--- config.mk ---
export PLATFORM = sky130hd
export DESIGN_NAME = uart_tx_fifo
export DESIGN_NICKNAME = d
export VERILOG_FILES = /design/src/rtl/uart_pkg.sv /design/src/rtl/sync_fifo.sv /design/src/rtl/uart_tx_fifo.sv
export SDC_FILE = /design/constraint.sdc
export NUM_CORES = 1
export LEC_CHECK = 0
export CORE_MARGIN = 2
export CORE_UTILIZATION = 45
export DETAILED_ROUTE_END_ITERATION = 12
export SYNTH_ARGS = -nofsm -noshare
export SYNTH_HDL_FRONTEND = slang
export SYNTH_SLANG_ARGS = --single-unit
--- constraint.sdc ---
create_clock -name clk -period 4.6 [get_ports clk]
set_clock_uncertainty 0.2 [all_clocks]
set_input_delay 1.38 -clock clk [delete_from_list [all_inputs] [get_ports clk]]
set_output_delay 1.38 -clock clk [all_outputs]
set_load 0.02 [all_outputs]
--- src/rtl/uart_pkg.sv ---
// Shared constants and helpers for the parametrised UART transmit path.
// Holds the parity encodings, the frame-length formula and the parity-bit calculation.
package uart_pkg;

    localparam int PARITY_NONE   = 0;
    localparam int PARITY_ODD    = 1;
    localparam int PARITY_EVEN   = 2;
    localparam int MAX_DATA_BITS = 9;

    typedef enum logic [0:0] {
        ST_IDLE,
        ST_SHIFT
    } tx_state_e;

    function automatic int frame_bits(input int data_bits, input int parity, input int stop_bits);
        return 1 + data_bits + ((parity != PARITY_NONE) ? 1 : 0) + stop_bits;
    endfunction

    // Callers zero-extend the payload, so unused upper bits do not disturb the XOR.
    function automatic logic parity_bit(input logic [MAX_DATA_BITS-1:0] data, input int mode);
        return (mode == PARITY_ODD) ? ~(^data) : (^data);
    endfunction

endpackage

--- src/rtl/sync_fifo.sv ---
// Single-clock show-ahead FIFO with an occupancy count; the head word is always visible on rd_data.
// Writes while full and reads while empty are ignored.
module sync_fifo #(
    parameter int WIDTH = 8,
    parameter int DEPTH = 16
) (
    input  logic                     clk,
    input  logic                     rst_n,
    input  logic                     wr_en,
    input  logic [WIDTH-1:0]         wr_data,
    input  logic                     rd_en,
    output logic [WIDTH-1:0]         rd_data,
    output logic [$clog2(DEPTH):0]   count,
    output logic                     full,
    output logic                     empty
);

    localparam int AW = $clog2(DEPTH);
    localparam logic [AW:0] FULL_CNT = (AW + 1)'(DEPTH);
    localparam logic [AW:0] CNT_ONE  = (AW + 1)'(1);
    localparam logic [AW-1:0] PTR_ONE = AW'(1);

    logic [WIDTH-1:0] mem [DEPTH];
    logic [AW-1:0]    wr_ptr;
    logic [AW-1:0]    rd_ptr;
    logic [AW:0]      count_q;
    logic             do_wr;
    logic             do_rd;

    assign full    = (count_q == FULL_CNT);
    assign empty   = (count_q == '0);
    assign do_wr   = wr_en && !full;
    assign do_rd   = rd_en && !empty;
    assign count   = count_q;
    assign rd_data = mem[rd_ptr];

    // NOTE: storage is deliberately left out of reset; the count and pointers alone define validity,
    // and keeping the array reset-free lets it map onto plain RAM.
    always_ff @(posedge clk) begin
        if (do_wr) begin
            mem[wr_ptr] <= wr_data;
        end
    end

    // Pointers wrap for free because DEPTH is a power of two.
    always_ff @(posedge clk or negedge rst_n) begin
        if (!rst_n) begin
            wr_ptr  <= '0;
            rd_ptr  <= '0;
            count_q <= '0;
        end else begin
            if (do_wr) begin
                wr_ptr <= wr_ptr + PTR_ONE;
            end
            if (do_rd) begin
                rd_ptr <= rd_ptr + PTR_ONE;
            end
            case ({do_wr, do_rd})
                2'b10:   count_q <= count_q + CNT_ONE;
                2'b01:   count_q <= count_q - CNT_ONE;
                default: count_q <= count_q;
            endcase
        end
    end

endmodule

--- src/rtl/uart_tx_fifo.sv ---
// Parametrised UART transmitter: a valid/ready push port feeds a FIFO that a serializer drains
// into back-to-back frames of start, LSB-first data, optional parity and stop bits.
module uart_tx_fifo
    import uart_pkg::*;
#(
    parameter int CLK_HZ     = 12_000_000,
    parameter int BAUD       = 9_600,
    parameter int DATA_BITS  = 8,
    parameter int PARITY     = 0,
    parameter int STOP_BITS  = 1,
    parameter int FIFO_DEPTH = 16
) (
    input  logic                          clk,
    input  logic                          rst_n,
    input  logic [DATA_BITS-1:0]          in_data,
    input  logic                          in_valid,
    output logic                          in_ready,
    output logic                          tx,
    output logic                          busy,
    output logic [$clog2(FIFO_DEPTH):0]   fifo_level
);

    localparam int BAUD_DIV   = CLK_HZ / BAUD;
    localparam int FRAME_BITS = frame_bits(DATA_BITS, PARITY, STOP_BITS);
    localparam int CNT_W      = (BAUD_DIV > 1) ? $clog2(BAUD_DIV) : 1;
    localparam int IDX_W      = $clog2(FRAME_BITS);

    localparam logic [CNT_W-1:0] BAUD_LAST = CNT_W'(BAUD_DIV - 1);
    localparam logic [CNT_W-1:0] BAUD_ONE  = CNT_W'(1);
    localparam logic [IDX_W-1:0] IDX_LAST  = IDX_W'(FRAME_BITS - 1);
    localparam logic [IDX_W-1:0] IDX_ONE   = IDX_W'(1);

    if (BAUD_DIV < 2) begin : g_chk_baud
        $error("uart_tx_fifo: CLK_HZ/BAUD must be at least 2");
    end
    if (DATA_BITS < 5 || DATA_BITS > MAX_DATA_BITS) begin : g_chk_data
        $error("uart_tx_fifo: DATA_BITS must be in 5..9");
    end
    if (PARITY != PARITY_NONE && PARITY != PARITY_ODD && PARITY != PARITY_EVEN) begin : g_chk_par
        $error("uart_tx_fifo: PARITY must be 0, 1 or 2");
    end
    if (STOP_BITS != 1 && STOP_BITS != 2) begin : g_chk_stop
        $error("uart_tx_fifo: STOP_BITS must be 1 or 2");
    end
    if (FIFO_DEPTH < 2 || (FIFO_DEPTH & (FIFO_DEPTH - 1)) != 0) begin : g_chk_depth
        $error("uart_tx_fifo: FIFO_DEPTH must be a power of two, at least 2");
    end

    logic [DATA_BITS-1:0]      fifo_rd_data;
    logic [$clog2(FIFO_DEPTH):0] fifo_count;
    logic                      fifo_full;
    logic                      fifo_empty;
    logic                      push;
    logic                      pop;
    logic [FRAME_BITS-1:0]     frame_load;

    tx_state_e                 state_q, state_d;
    logic                      tx_q, tx_d;
    logic [FRAME_BITS-1:0]     shreg_q, shreg_d;
    logic [CNT_W-1:0]          baud_q, baud_d;
    logic [IDX_W-1:0]          idx_q, idx_d;

    assign in_ready   = ~fifo_full;
    assign push       = in_valid && in_ready;
    assign fifo_level = fifo_count;
    assign tx         = tx_q;
    assign busy       = (state_q != ST_IDLE) || (fifo_count != '0);

    sync_fifo #(
        .WIDTH (DATA_BITS),
        .DEPTH (FIFO_DEPTH)
    ) u_fifo (
        .clk     (clk),
        .rst_n   (rst_n),
        .wr_en   (push),
        .wr_data (in_data),
        .rd_en   (pop),
        .rd_data (fifo_rd_data),
        .count   (fifo_count),
        .full    (fifo_full),
        .empty   (fifo_empty)
    );

    // Whole frame, transmit order from bit 0: start, payload, optional parity, stop bits.
    if (PARITY != PARITY_NONE) begin : g_par
        assign frame_load = {{STOP_BITS{1'b1}},
                             parity_bit(MAX_DATA_BITS'(fifo_rd_data), PARITY),
                             fifo_rd_data, 1'b0};
    end else begin : g_nopar
        assign frame_load = {{STOP_BITS{1'b1}}, fifo_rd_data, 1'b0};
    end

    // NOTE: every output of this block is given a default before the case, so no path leaves
    // a signal unassigned and no latch is inferred.
    always_comb begin
        state_d = state_q;
        tx_d    = tx_q;
        shreg_d = shreg_q;
        baud_d  = baud_q;
        idx_d   = idx_q;
        pop     = 1'b0;

        case (state_q)
            ST_IDLE: begin
                tx_d   = 1'b1;
                baud_d = '0;
                idx_d  = '0;
                if (!fifo_empty) begin
                    pop     = 1'b1;
                    tx_d    = frame_load[0];
                    shreg_d = frame_load >> 1;
                    state_d = ST_SHIFT;
                end
            end
            ST_SHIFT: begin
                if (baud_q == BAUD_LAST) begin
                    baud_d = '0;
                    if (idx_q == IDX_LAST) begin
                        // End of the last stop bit: chain straight into the next frame if one is queued.
                        idx_d = '0;
                        if (!fifo_empty) begin
                            pop     = 1'b1;
                            tx_d    = frame_load[0];
                            shreg_d = frame_load >> 1;
                        end else begin
                            tx_d    = 1'b1;
                            state_d = ST_IDLE;
                        end
                    end else begin
                        tx_d    = shreg_q[0];
                        shreg_d = shreg_q >> 1;
                        idx_d   = idx_q + IDX_ONE;
                    end
                end else begin
                    baud_d = baud_q + BAUD_ONE;
                end
            end
            default: begin
                state_d = ST_IDLE;
            end
        endcase
    end

    // NOTE: sequential state is updated with non-blocking assignments so every register samples
    // the pre-edge values computed above, independent of statement order.
    always_ff @(posedge clk or negedge rst_n) begin
        if (!rst_n) begin
            state_q <= ST_IDLE;
            tx_q    <= 1'b1;
            shreg_q <= '1;
            baud_q  <= '0;
            idx_q   <= '0;
        end else begin
            state_q <= state_d;
            tx_q    <= tx_d;
            shreg_q <= shreg_d;
            baud_q  <= baud_d;
            idx_q   <= idx_d;
        end
    end

endmodule

---- Word-level counts from Yosys, hierarchy flattened ----
Memory sizes are Yosys's and may differ from the RTL's.
Cells that the tools add are included.
storage, ports and cells
  register bits ........................... 40
  memory bits (writable) .................. 128
  input port bits ......................... 11
  output and inout bits ................... 8
  logic and storage cells ................. 55
  memories ................................ 1
operators by class
  $add $sub $neg .......................... 6
  eq/ne operators ......................... 6
  muxes and demuxes ....................... 23
  bitwise operators ....................... 2
  reduce and logical (&&, ||, !) cells .... 9
memories
  memory      depth  width  rd ports  clocked after memory_dff  wr ports  line             text
  u_fifo.mem  16     8      1         0                         1         sync_fifo.sv:23  logic [WIDTH-1:0] mem [DEPTH];
operators with widths
  kind                     number
  $mux W10                 3
  $pmux W11 S2             1
  $pmux W10 S2             1
  $add A4 B1 Y4 const B    3
  $add A11 B1 Y11 const B  1
  $eq A11 B11 Y1 const B   1
  $mux W11                 1
  $mux W1                  10
  $pmux W5 S2              1
  $mux W4                  2
  $pmux W4 S2              1
  $pmux W1 S2              3
  $add A5 B1 Y5 const B    1
  $eq A5 B5 Y1 const B     1
  $logic_not A5 Y1         1
  $reduce_bool A5 Y1       1
  $sub A5 B1 Y5 const B    1
  $eq A4 B4 Y1 const B     1
  $logic_and A1 B1 Y1      3
  $eq A2 B1 Y1 const B     1
  $eq A2 B2 Y1 const B     1
  $logic_not A1 Y1         2
  $ne A2 B1 Y1 const B     1
  $not A1 Y1               2
  other kinds (2)          2

---- Depth between registers and ports, before layout ----
Gate-level depths: netlist (run 1).
  word-level depth ........................ 8
  gate-level depth with buffers ........... 15
  depth with buffers taken out ............ 13

---- Modules after synthesis ----
Synthesis (run 1) repeated with hierarchy kept, for this count alone.
unflattened totals
  cells, all modules ...................... 459
  area total of the unflattened synthesis .. 7168.1 µm²
modules (own cells, without submodules)
  module        instances  cells an instance  area an instance (µm²)  seq. area each (µm²)
  sync_fifo     1          332                5779.3                  4169.0
  uart_tx_fifo  1          127                1388.8                  689.4

---- Least setup slack after synthesis (run 1) ----
Ideal clock, no wire load.
  kind .................................... input -> register
  from .................................... input port in_valid
  to ...................................... register u_fifo.count_q[4] (netlist: u_fifo.count[4])
  setup time .............................. 0.134 ns
  arrival time ............................ 3.117 ns
  data required time ...................... 4.266 ns
  slack ................................... 1.148 ns
  cell stages on the path ................. 12
  path buffers ............................ 2
  cell sequence ........................... and2_1 > clkbuf_1 > inv_1 > ha_1 > clkbuf_1 > xor2_1 > ha_1 > o211ai_1 > a21oi_1 > a31oi_1 > nor2_1 > xor2_1
between the ends
  word-level cells in the longest chain between the ends .. 4
  elaborated cells between the ends (all ways) .. 6
  those cells by class .................... eq/ne: 2; mux: 1; reduce/logical: 3
ends and longest elaborated chain
  what                                                      line                text
  start: declaration                                        uart_tx_fifo.sv:16  input logic in_valid,
  $logic_and A1 B1 Y1 (*)                                   uart_tx_fifo.sv:64  assign push = in_valid && in_ready;
  $logic_and A1 B1 Y1 (*)                                   sync_fifo.sv:32     assign do_wr = wr_en && !full;
  $eq A2 B1 Y1 / $eq A2 B2 Y1 (equally long branches)       sync_fifo.sv:58     case ({do_wr, do_rd})
  $pmux W5 S2 / $reduce_bool A2 Y1 (equally long branches)  n/a
  end signal: assignment                                    sync_fifo.sv:59     2'b10: count_q <= count_q + CNT_ONE;
  end signal: assignment                                    sync_fifo.sv:60     2'b01: count_q <= count_q - CNT_ONE;
  end signal: assignment                                    sync_fifo.sv:61     default: count_q <= count_q;
  end: declaration                                          sync_fifo.sv:26     logic [AW:0] count_q;
Mark *: on every way between the ends. The rest lies on a longest branch, timed or not.
A chain may end at the register's enable or synchronous reset.

---- Final worst setup path (run 1) ----
  from .................................... register u_fifo.count_q[1] (netlist: u_fifo.count[1])
  to ...................................... output port busy
between the ends
  word-level cells in the longest chain between the ends .. 2
ends and longest elaborated chain
  what                line                text
  $reduce_bool A5 Y1  uart_tx_fifo.sv:67  assign busy = (state_q != ST_IDLE) || (fifo_count != '0);
  $logic_or A1 B1 Y1  uart_tx_fifo.sv:67
  end: declaration    uart_tx_fifo.sv:19  output logic busy,
No other way between the ends.

==> results.yml, run 1 <==
run_status:
  outcome: "finished, final reports clean"
clocking:
  clkTransAtPathRegs_ns: 0.06
  clk_path_buf_depth: 2
  cts-resized-gates: 0
  holdBufCountCts: 0
  clock_sinks: 168
  cts-htree-levels: 4
  cts_tree: "built"
  cts_setup_buffers: 0
  clock_latency_ns: 0.42
  cts_buffers: 17
  clockRootBuffer: "clkbuf_16"
grt:
  grt_pass1_wl_um: 21280
  grt_pass1_vias: 3713
  grt_use_total: 0.1780
  antenna_found_initial: 0
  grt_overflow: 0
  grt_max_degree: 41
flow_run:
  cap_violations: 0
worst_hold_path:
  worstHoldPathCells: 1
  hold_start: "shreg_q[9]"
  worstHoldEndpoint: "shreg_q[9]"
  min_path_type: "flip-flop to flip-flop"
detailed_routing:
  routed_wl_um: 13550
  vias: 3679
  firstDrtPassIters: 4
  drc: 0
  wl_per_cell_um: 20.23
  drt_iter0_drc: 254
  drtAntennaViolNets: 0
  vias_per_cell: 5.491
synth:
  synth_edf_count: 128
  synth_cell_types: 47
  synthArstFlopShare: 0.2381
  netlist_instances: 446
  synthesis.nets: 470
  postSynthAreaPerCell_um2: 15.65
  synth_warnings: 0
  ys_seq_area_frac: 0.6963
  synth_area_um2: 6978
  synth-seq-cells: 168
  yosys_most_used_dff: "edfxtp_1"
timing:
  slew_violations: 0
  rsz0062_at_grt: "false"
  finalSetupTns_ns: 0
  hold_slack_ns: 0.2847
  max_freq_mhz: 254.8
  relSlewSlack: 0.3433
  worstMarginPinSlew_ns: 0.9851
  setup_violations: 0
  period_needed_ns: 3.925
  hold_viol_final: 0
  finalCritPeriodShare: 0.8533
critical_path:
  reg2reg_slack_ns: 1.11
  setup.worst_path.end_class: "output port"
  arrival_ns: 2.35
  reg2reg_depth: 11
  start_kind: "flip-flop"
  r2r_start: "baud_q[2]"
  crit-reg2reg-capture: "u_fifo.count[4]"
  worstPathRequired_ns: 3.02
  crit_type: "flip-flop to output port"
  worstPathMaxFanout: 9
die:
  chipWidth_um: 128.5
  design.core.area_um2: 15200
  io_pins: 19
  die_height_um: 128.5
  start_util: 0.4590
  row_count: 45
  dieArea_um2: 16520
power_and_ir_drop:
  power_frac_seq: 0.515
  swShare: 0.2711
  p_leak_nw: 2.730
  power.internal_w: 0.002829
  p_clk_frac: 0.344
  power.net_switching_w: 0.001052
  power_w: 0.003881
  powerDensity_nw_per_um2: 490.8
  ir_worst_vdd_v: 0.0002707
  combPwrFrac: 0.142
final_layout:
  area_growth_pct: 13.32
  diodes: 0
  nNetsFinal: 494
  final_area_um2: 7908
  drive_above_1_share: 0.1701
  fillerInstances: 1249
placed_design:
  dpl.hpwl_um: 8583
  gp_congestion: 0.8033
  place.port_buffers: 18
  placed_area_um2: 7360
## area by class of cell
type,count,area (um^2),share of cell area
well taps,188,235.2,0.02975
repair buffers,25,227.7,0.02880
flip-flops and latches,168,4861,0.6147
multi-input cells,251,2009,0.2541
inverters,7,26.28,0.003323
clock buffers,19,432.9,0.05475
clock inverters,12,115.1,0.01456
## metal layers
metal | wire (um) | GRT usage | up-vias
met5 | 0 | 0 | -
met4 | 128 | 0.05371 | 0
met3 | 538 | 0.04906 | 11
met2 | 6368 | 0.2719 | 64
met1 | 6515 | 0.2525 | 1872
li1 | - | - | 1732
## cells by family after synthesis
logic type | after synthesis | share of synthesized area
buf+inv | 27 | 0.01578
simple gates | 119 | 0.07567
compound gates | 53 | 0.05361
mux | 45 | 0.1079
fa+ha+maj | 13 | 0.02331
xor+xnor | 21 | 0.02744
flops | 168 | 0.6963
## critical path, stage by stage, from the launching register on
cell             delay, ns
dfrtp_1               0.48
or4_1                 0.59
or3_1                 0.32
clkdlybuf4s50_1       0.54
## stage by stage
stage,setup slack [ns],std cells,util
2_1_floorplan,1.148,446,-
3_3_place_gp,0.7162,639,0.4841
3_5_place_dp,0.6921,639,0.4841
4_1_cts,0.6541,670,0.5202
5_1_grt,0.5877,670,0.5202
6_report,0.6748,670,0.5202
## how the worst max path moves through the flow
| stage | startpoint | end | slack (ns) |
|---|---|---|---|
| after floorplan | in_valid | u_fifo.count[4] | 1.15 |
| after global placement | in_valid | u_fifo.count[4] | 0.72 |
| after detailed placement | in_valid | u_fifo.count[4] | 0.69 |
| after CTS | u_fifo.count[1] | busy | 0.65 |
| after global routing | u_fifo.count[2] | busy | 0.59 |
| final | u_fifo.count[1] | busy | 0.67 |
## flip-flops by register name (all words and copies together), names as in the netlist
| signal | flops |
|---|---|
| shreg_q | 10 |
| baud_q | 11 |
| idx_q | 4 |
| u_fifo.rd_ptr | 4 |
| state_q | 1 |
| u_fifo.wr_ptr | 4 |
| u_fifo.mem | 128 |
| u_fifo.count | 5 |
| tx | 1 |
## cell usage in the layout, fill, tap and decap left out, types with 3 or more instances in the layout
cell type	n
edfxtp_1	128
nand2_1	41
nor2_1	40
dfrtp_1	27
mux4_2	24
mux2i_1	19
clkbuf_16	17
clkdlybuf4s50_1	17
nand3_1	14
ha_1	13
xnor2_1	12
dfstp_2	11
a21oi_1	9
a31oi_1	9
xor2_1	8
o22ai_1	8
o21ai_0	7
buf_4	7
inv_1	6
inv_6	6
a21o_1	5
nor3_1	4
nor2b_1	4
and2_1	3
nand4_1	3
o21a_1	3
a221oi_1	3
clkinvlp_4	3
## cell usage after synthesis, drive strengths merged (2+ instances only)
cell	count	area, um^2
nand4	3	18.77
a21oi	9	45.04
o21a	3	22.52
nor2b	4	25.02
mux2	2	22.52
and3	2	12.51
clkbuf	13	48.80
nand2b	2	12.51
nand3	14	70.07
a221oi	3	26.28
mux2i	19	190.2
nor3	4	20.02
mux4	24	540.5
o21ai	8	40.03
buf	7	35.04
and2	3	18.77
dfrtp	29	725.7
nand2	42	160.2
nor2	40	150.1
xor2	8	70.07
xnor2	13	121.4
a31oi	9	56.30
edfxtp	128	3844
a21o	5	37.54
dfstp	11	289.0
o22ai	8	50.05
inv	6	22.52
ha	13	162.7
## power by group through the flow
stage / sequential, W / combinational [W] / clock (W)
2_1_floorplan: 0.00198 / 0.000377 / 0
3_3_place_gp: 0.00202 / 0.000545 / 0
3_5_place_dp: 0.00203 / 0.000555 / 0
4_1_cts: 0.00200 / 0.000556 / 0.00137
5_1_grt: 0.00202 / 0.000613 / 0.00143
6_report: 0.00200 / 0.000549 / 0.00133
(Power assumes the default switching activity.)
==> run 2: changes to the inputs <==
CTS_BUF_LIST = sky130_fd_sc_hd__clkbuf_4 sky130_fd_sc_hd__clkbuf_8   (was default)
CTS_CLUSTER_SIZE = 16   (was default)
GPL_ROUTABILITY_DRIVEN = 1   (was default)
==> results.yml, run 2 (synthesis results as in run 1) <==
timing:
  finalSetupTns_ns: 0
  hold_viol_final: 0
  worstMarginPinSlew_ns: 0.9918
  max_freq_mhz: 252.3
  relSlewSlack: 0.3388
  rsz0062_at_grt: "false"
  slew_violations: 0
  finalCritPeriodShare: 0.8617
  period_needed_ns: 3.964
  setup_violations: 0
power_and_ir_drop:
  swShare: 0.2854
  p_clk_frac: 0.279
  power.net_switching_w: 0.001007
  p_leak_nw: 2.650
  power.internal_w: 0.002521
  power_frac_seq: 0.566
  combPwrFrac: 0.155
  powerDensity_nw_per_um2: 456.8
  ir_worst_vdd_v: 0.0002355
final_layout:
  regMostFlops: "u_fifo.mem"
  largestRegisters: "u_fifo.mem x128, baud_q x11, shreg_q x10"
  diodes: 0
  nNetsFinal: 494
  area_growth_pct: 10.69
  drive_above_1_share: 0.1743
  most-common-layout-cells: "128 x edfxtp_1, 41 x nand2_1, 40 x nor2_1"
  largest_register_ff_count: 128
  fin_cells: 670
  layout.cells.most_common: "edfxtp_1"
detailed_routing:
  drt_iter0_drc: 260
  firstDrtPassIters: 4
  routed_wl_um: 13570
  drc: 0
  wl_per_cell_um: 20.25
  vias_per_cell: 5.482
  drtAntennaViolNets: 0
  vias: 3673
critical_path:
  critPathBufInv: 1
  slowest_delay_ns: 0.59
  worstPathMaxFanout: 9
  crit_chain: "or4_1 -> or3_1 -> clkdlybuf4s50_1"
  reg2reg_slack_ns: 1.10
  crit_type: "flip-flop to output port"
  arrival_ns: 2.38
  worstPathRequired_ns: 3.02
  setup.worst_path.end_class: "output port"
  crit_family: "simple AND/OR/NAND/NOR gates"
  start_kind: "flip-flop"
  cp_slowest_cell: "or4_1"
run_status:
  outcome: "finished, final reports clean"
clocking:
  cts-htree-levels: 4
  clk_path_buf_depth: 2
  cts_setup_buffers: 0
  clock_latency_ns: 0.45
  cts_tree: "built"
  clockRootBuffer: "clkbuf_8"
  cts-resized-gates: 0
  clock_sinks: 168
  holdBufCountCts: 0
  clkTransAtPathRegs_ns: 0.08
  cts_buffers: 17
die:
  die_height_um: 128.5
  row_count: 45
  design.core.area_um2: 15200
  io_pins: 19
  chipWidth_um: 128.5
  start_util: 0.4590
  dieArea_um2: 16520
grt:
  use_met1: 0.2528
  grt_overflow: 0
  grtUsageMet2: 0.2725
  grt-busiest-layer: "met2"
  grt_pass1_wl_um: 21250
  grt_pass1_vias: 3704
  grt_use_total: 0.1783
  grt_max_degree: 41
  antenna_found_initial: 0
  use_met3: 0.04782
flow_run:
  cap_violations: 0
placed_design:
  gp_congestion: 0.8033
  dpl.hpwl_um: 8583
  dp_cells: 639
  place.port_buffers: 18
worst_hold_path:
  min_path_type: "flip-flop to flip-flop"
==> run 2: cell types whose count changed in the layout (fill, tap and decap cells not counted) <==
cell       previous run  this run
clkbuf_16            17         0
clkbuf_8              0        17
clkbuf_1              2         0
clkbuf_4              0         2
==> run 2: layout make-up <==
type                            count  area (um^2)
Clock buffer                       19        249.0
Clock inverter                     12        115.1
Fill cell                        1274         7478
Inverter                            7        26.28
Multi-Input combinational cell    251         2009
Sequential cell                   168         4861
Tap cell                          188        235.2
Timing Repair Buffer               25        227.7
==> run 2: worst register-to-register path, cell delays in order (launching register included) <==
cell	delay (ns)
dfrtp_1	0.44
or4b_4	0.58
o41ai_4	0.27
o211a_1	0.54
ha_1	0.40
xor2_1	0.18
ha_1	0.20
nor2b_1	0.12
o21ai_0	0.09
a31oi_1	0.18
nor2_1	0.07
xor2_1	0.14
==> run 2: metal layers <==
metal	vias to the layer above	wire length, um
met5	-	0
met3	13	529
met2	65	6379
met1	1865	6525
met4	0	133
li1	1730	-
==> run 2: power groups by stage <==
| stage | Sequential [W] | Clock (W) | Combinational (W) |
|---|---|---|---|
| finish | 0.00200 | 0.000984 | 0.000548 |
| global route | 0.00202 | 0.00108 | 0.000613 |
| CTS | 0.00200 | 0.00101 | 0.000556 |
| detailed placement | 0.00203 | 0 | 0.000555 |
| global placement | 0.00202 | 0 | 0.000545 |
| floorplan | 0.00198 | 0 | 0.000377 |
==> run 2: path summary, 6_finish.rpt <==
| path | from | to | depth (start not counted) |
|---|---|---|---|
| setup / recovery | u_fifo.count[1] | busy | 3 |
| hold / removal | shreg_q[9] | shreg_q[9] | 1 |
| setup reg to reg | baud_q[2] | u_fifo.count[4] | 11 |
| hold reg to reg | shreg_q[9] | shreg_q[9] | 1 |
| max in group asynchronous | rst_n | u_fifo.rd_ptr[1] | 1 |
| min in group asynchronous | rst_n | u_fifo.count[0] | 1 |
==> run 2: metrics by stage <==
| stage | utilization | instance area [um^2] | worst slack, ns | total power, W | hold slack, ns |
|---|---|---|---|---|---|
| floorplan | - | 6978 | 1.148 | 0.002357 | 0.2657 |
| global placement | 0.4841 | 7360 | 0.7162 | 0.002565 | 0.2742 |
| detailed placement | 0.4841 | 7360 | 0.6921 | 0.002584 | 0.2743 |
| CTS | 0.5081 | 7724 | 0.6033 | 0.003563 | 0.2884 |
| global route | 0.5081 | 7724 | 0.5287 | 0.003711 | 0.2970 |
| finish | 0.5081 | 7724 | 0.6361 | 0.003528 | 0.2875 |
==> run 3: changes to the inputs <==
RECOVER_POWER = 25   (was default)
==> results.yml, run 3 (synthesis results as in run 1) <==
run_status:
  outcome: "finished, violations left"
  violations: "max-capacitance violations, max-slew violations"
detailed_routing:
  routed_wl_um: 13570
  wl_per_cell_um: 20.25
  drtAntennaViolNets: 0
  drt_iter0_drc: 263
  firstDrtPassIters: 4
  vias: 3689
  drc: 0
  vias_per_cell: 5.506
clocking:
  holdBufCountCts: 0
  clockRootBuffer: "clkbuf_8"
  cts-resized-gates: 0
  clock_sinks: 168
  cts_tree: "built"
  cts_setup_buffers: 0
  clkTransAtPathRegs_ns: 0.09
  clock_latency_ns: 0.45
  clk_path_buf_depth: 2
  cts_buffers: 17
  cts-htree-levels: 4
timing:
  period_needed_ns: 3.963
  hold_viol_final: 0
  rsz0062_at_grt: "false"
  finalSetupTns_ns: 0
  relSlewSlack: -0.4022
  worstMarginPinSlew_ns: 2.103
  max_freq_mhz: 252.3
  slew_violations: 41
  finalCritPeriodShare: 0.8616
  setup_violations: 0
placed_design:
  place.port_buffers: 18
  placed_area_um2: 7360
  gp_congestion: 0.8033
  dp_cells: 639
  dpl.hpwl_um: 8583
final_layout:
  largest_register_ff_count: 128
  fin_cells: 670
  area_growth_pct: 10.29
  layout.cells.most_common: "edfxtp_1"
  most-common-layout-cells: "128 x edfxtp_1, 41 x nand2_1, 40 x nor2_1"
  regMostFlops: "u_fifo.mem"
  diodes: 0
  fillerInstances: 1279
  nNetsFinal: 494
  largestRegisters: "u_fifo.mem x128, baud_q x11, shreg_q x10"
  final_area_um2: 7696
  drive_above_1_share: 0.1660
die:
  dieArea_um2: 16520
  row_count: 45
  design.core.area_um2: 15200
  start_util: 0.4590
  io_pins: 19
  chipWidth_um: 128.5
  die_height_um: 128.5
grt:
  grt_use_total: 0.1783
  grt_pass1_vias: 3704
  grt_overflow: 0
  grt_max_degree: 41
  antenna_found_initial: 0
  grt_pass1_wl_um: 21250
critical_path:
  cp_slowest_cell: "or4_1"
  slowest_delay_ns: 0.59
  arrival_ns: 2.38
  crit_type: "flip-flop to output port"
  setup.worst_path.end_class: "output port"
  crit_chain: "or4_1 -> or3_1 -> clkdlybuf4s50_1"
  start_kind: "flip-flop"
  worstPathMaxFanout: 9
  worstPathRequired_ns: 3.02
flow_run:
  cap_violations: 1
power_and_ir_drop:
  p_leak_nw: 2.608
  powerDensity_nw_per_um2: 457.6
  ir_worst_vdd_v: 0.0002345
worst_hold_path:
  min_path_type: "flip-flop to flip-flop"
[run 3: changes by cell type in the layout (fill, tap and decap cells not counted), sizes merged]
cell and change:
buf -2, clkbuf +2, clkdlybuf4s50 -5, dlygate4sd3 +5
[run 3: path summary, 6_finish.rpt]
kind / from / to / slack [ns] / cells after the start
setup / recovery: u_fifo.count[1] / busy / 0.64 / 3
setup reg to reg: baud_q[2] / u_fifo.count[4] / 0.83 / 11
max in group asynchronous: rst_n / u_fifo.rd_ptr[1] / 1.52 / 1
hold reg to reg: shreg_q[9] / shreg_q[9] / 0.29 / 1
hold / removal: shreg_q[9] / shreg_q[9] / 0.29 / 1
min in group asynchronous: rst_n / u_fifo.count[0] / 1.32 / 1
[run 3: through the flow]
stage                     setup slack (ns)  hold slack, ns  power (W)    util
after floorplan                      1.148          0.2657   0.002357       -
after detailed placement            0.6921          0.2743   0.002584  0.4841
final                               0.6368          0.2871   0.003522  0.5063
after global placement              0.7162          0.2742   0.002565  0.4841
after global routing                0.5288          0.2970   0.003706  0.5063
after CTS                           0.6033          0.2884   0.003563  0.5081
[run 3: power breakdown]
group          switching [W]  internal [W]
registers           0.000155       0.00184
clock network       0.000539      0.000444
logic               0.000310      0.000233
total                0.00100       0.00252
[run 3: layout make-up]
cell class              instances  area, um^2  area share
flip-flops and latches        168        4861      0.6316
multi-input cells             251        1987      0.2582
clock buffers                  19       249.0     0.03235
well taps                     188       235.2     0.03056
repair buffers                 25       222.7     0.02894
clock inverters                12       115.1     0.01496
inverters                       7       26.28    0.003414
[run 3: metal layers]
| layer | GRT usage | vias up | share of wire |
|---|---|---|---|
| li1 | - | 1730 | - |
| met1 | 0.2528 | 1875 | 0.48 |
| met2 | 0.2725 | 69 | 0.47 |
| met3 | 0.04782 | 15 | 0.039 |
| met4 | 0.05563 | 0 | 0.011 |
| met5 | 0 | - | 0 |
[run 3: worst max-delay path, delay by kind of cell (launching register included)]
family / cells / cell delay [ns]
buffers and inverters: 1 / 0.54
flip-flops: 1 / 0.49
AND/OR/NAND/NOR: 2 / 0.91
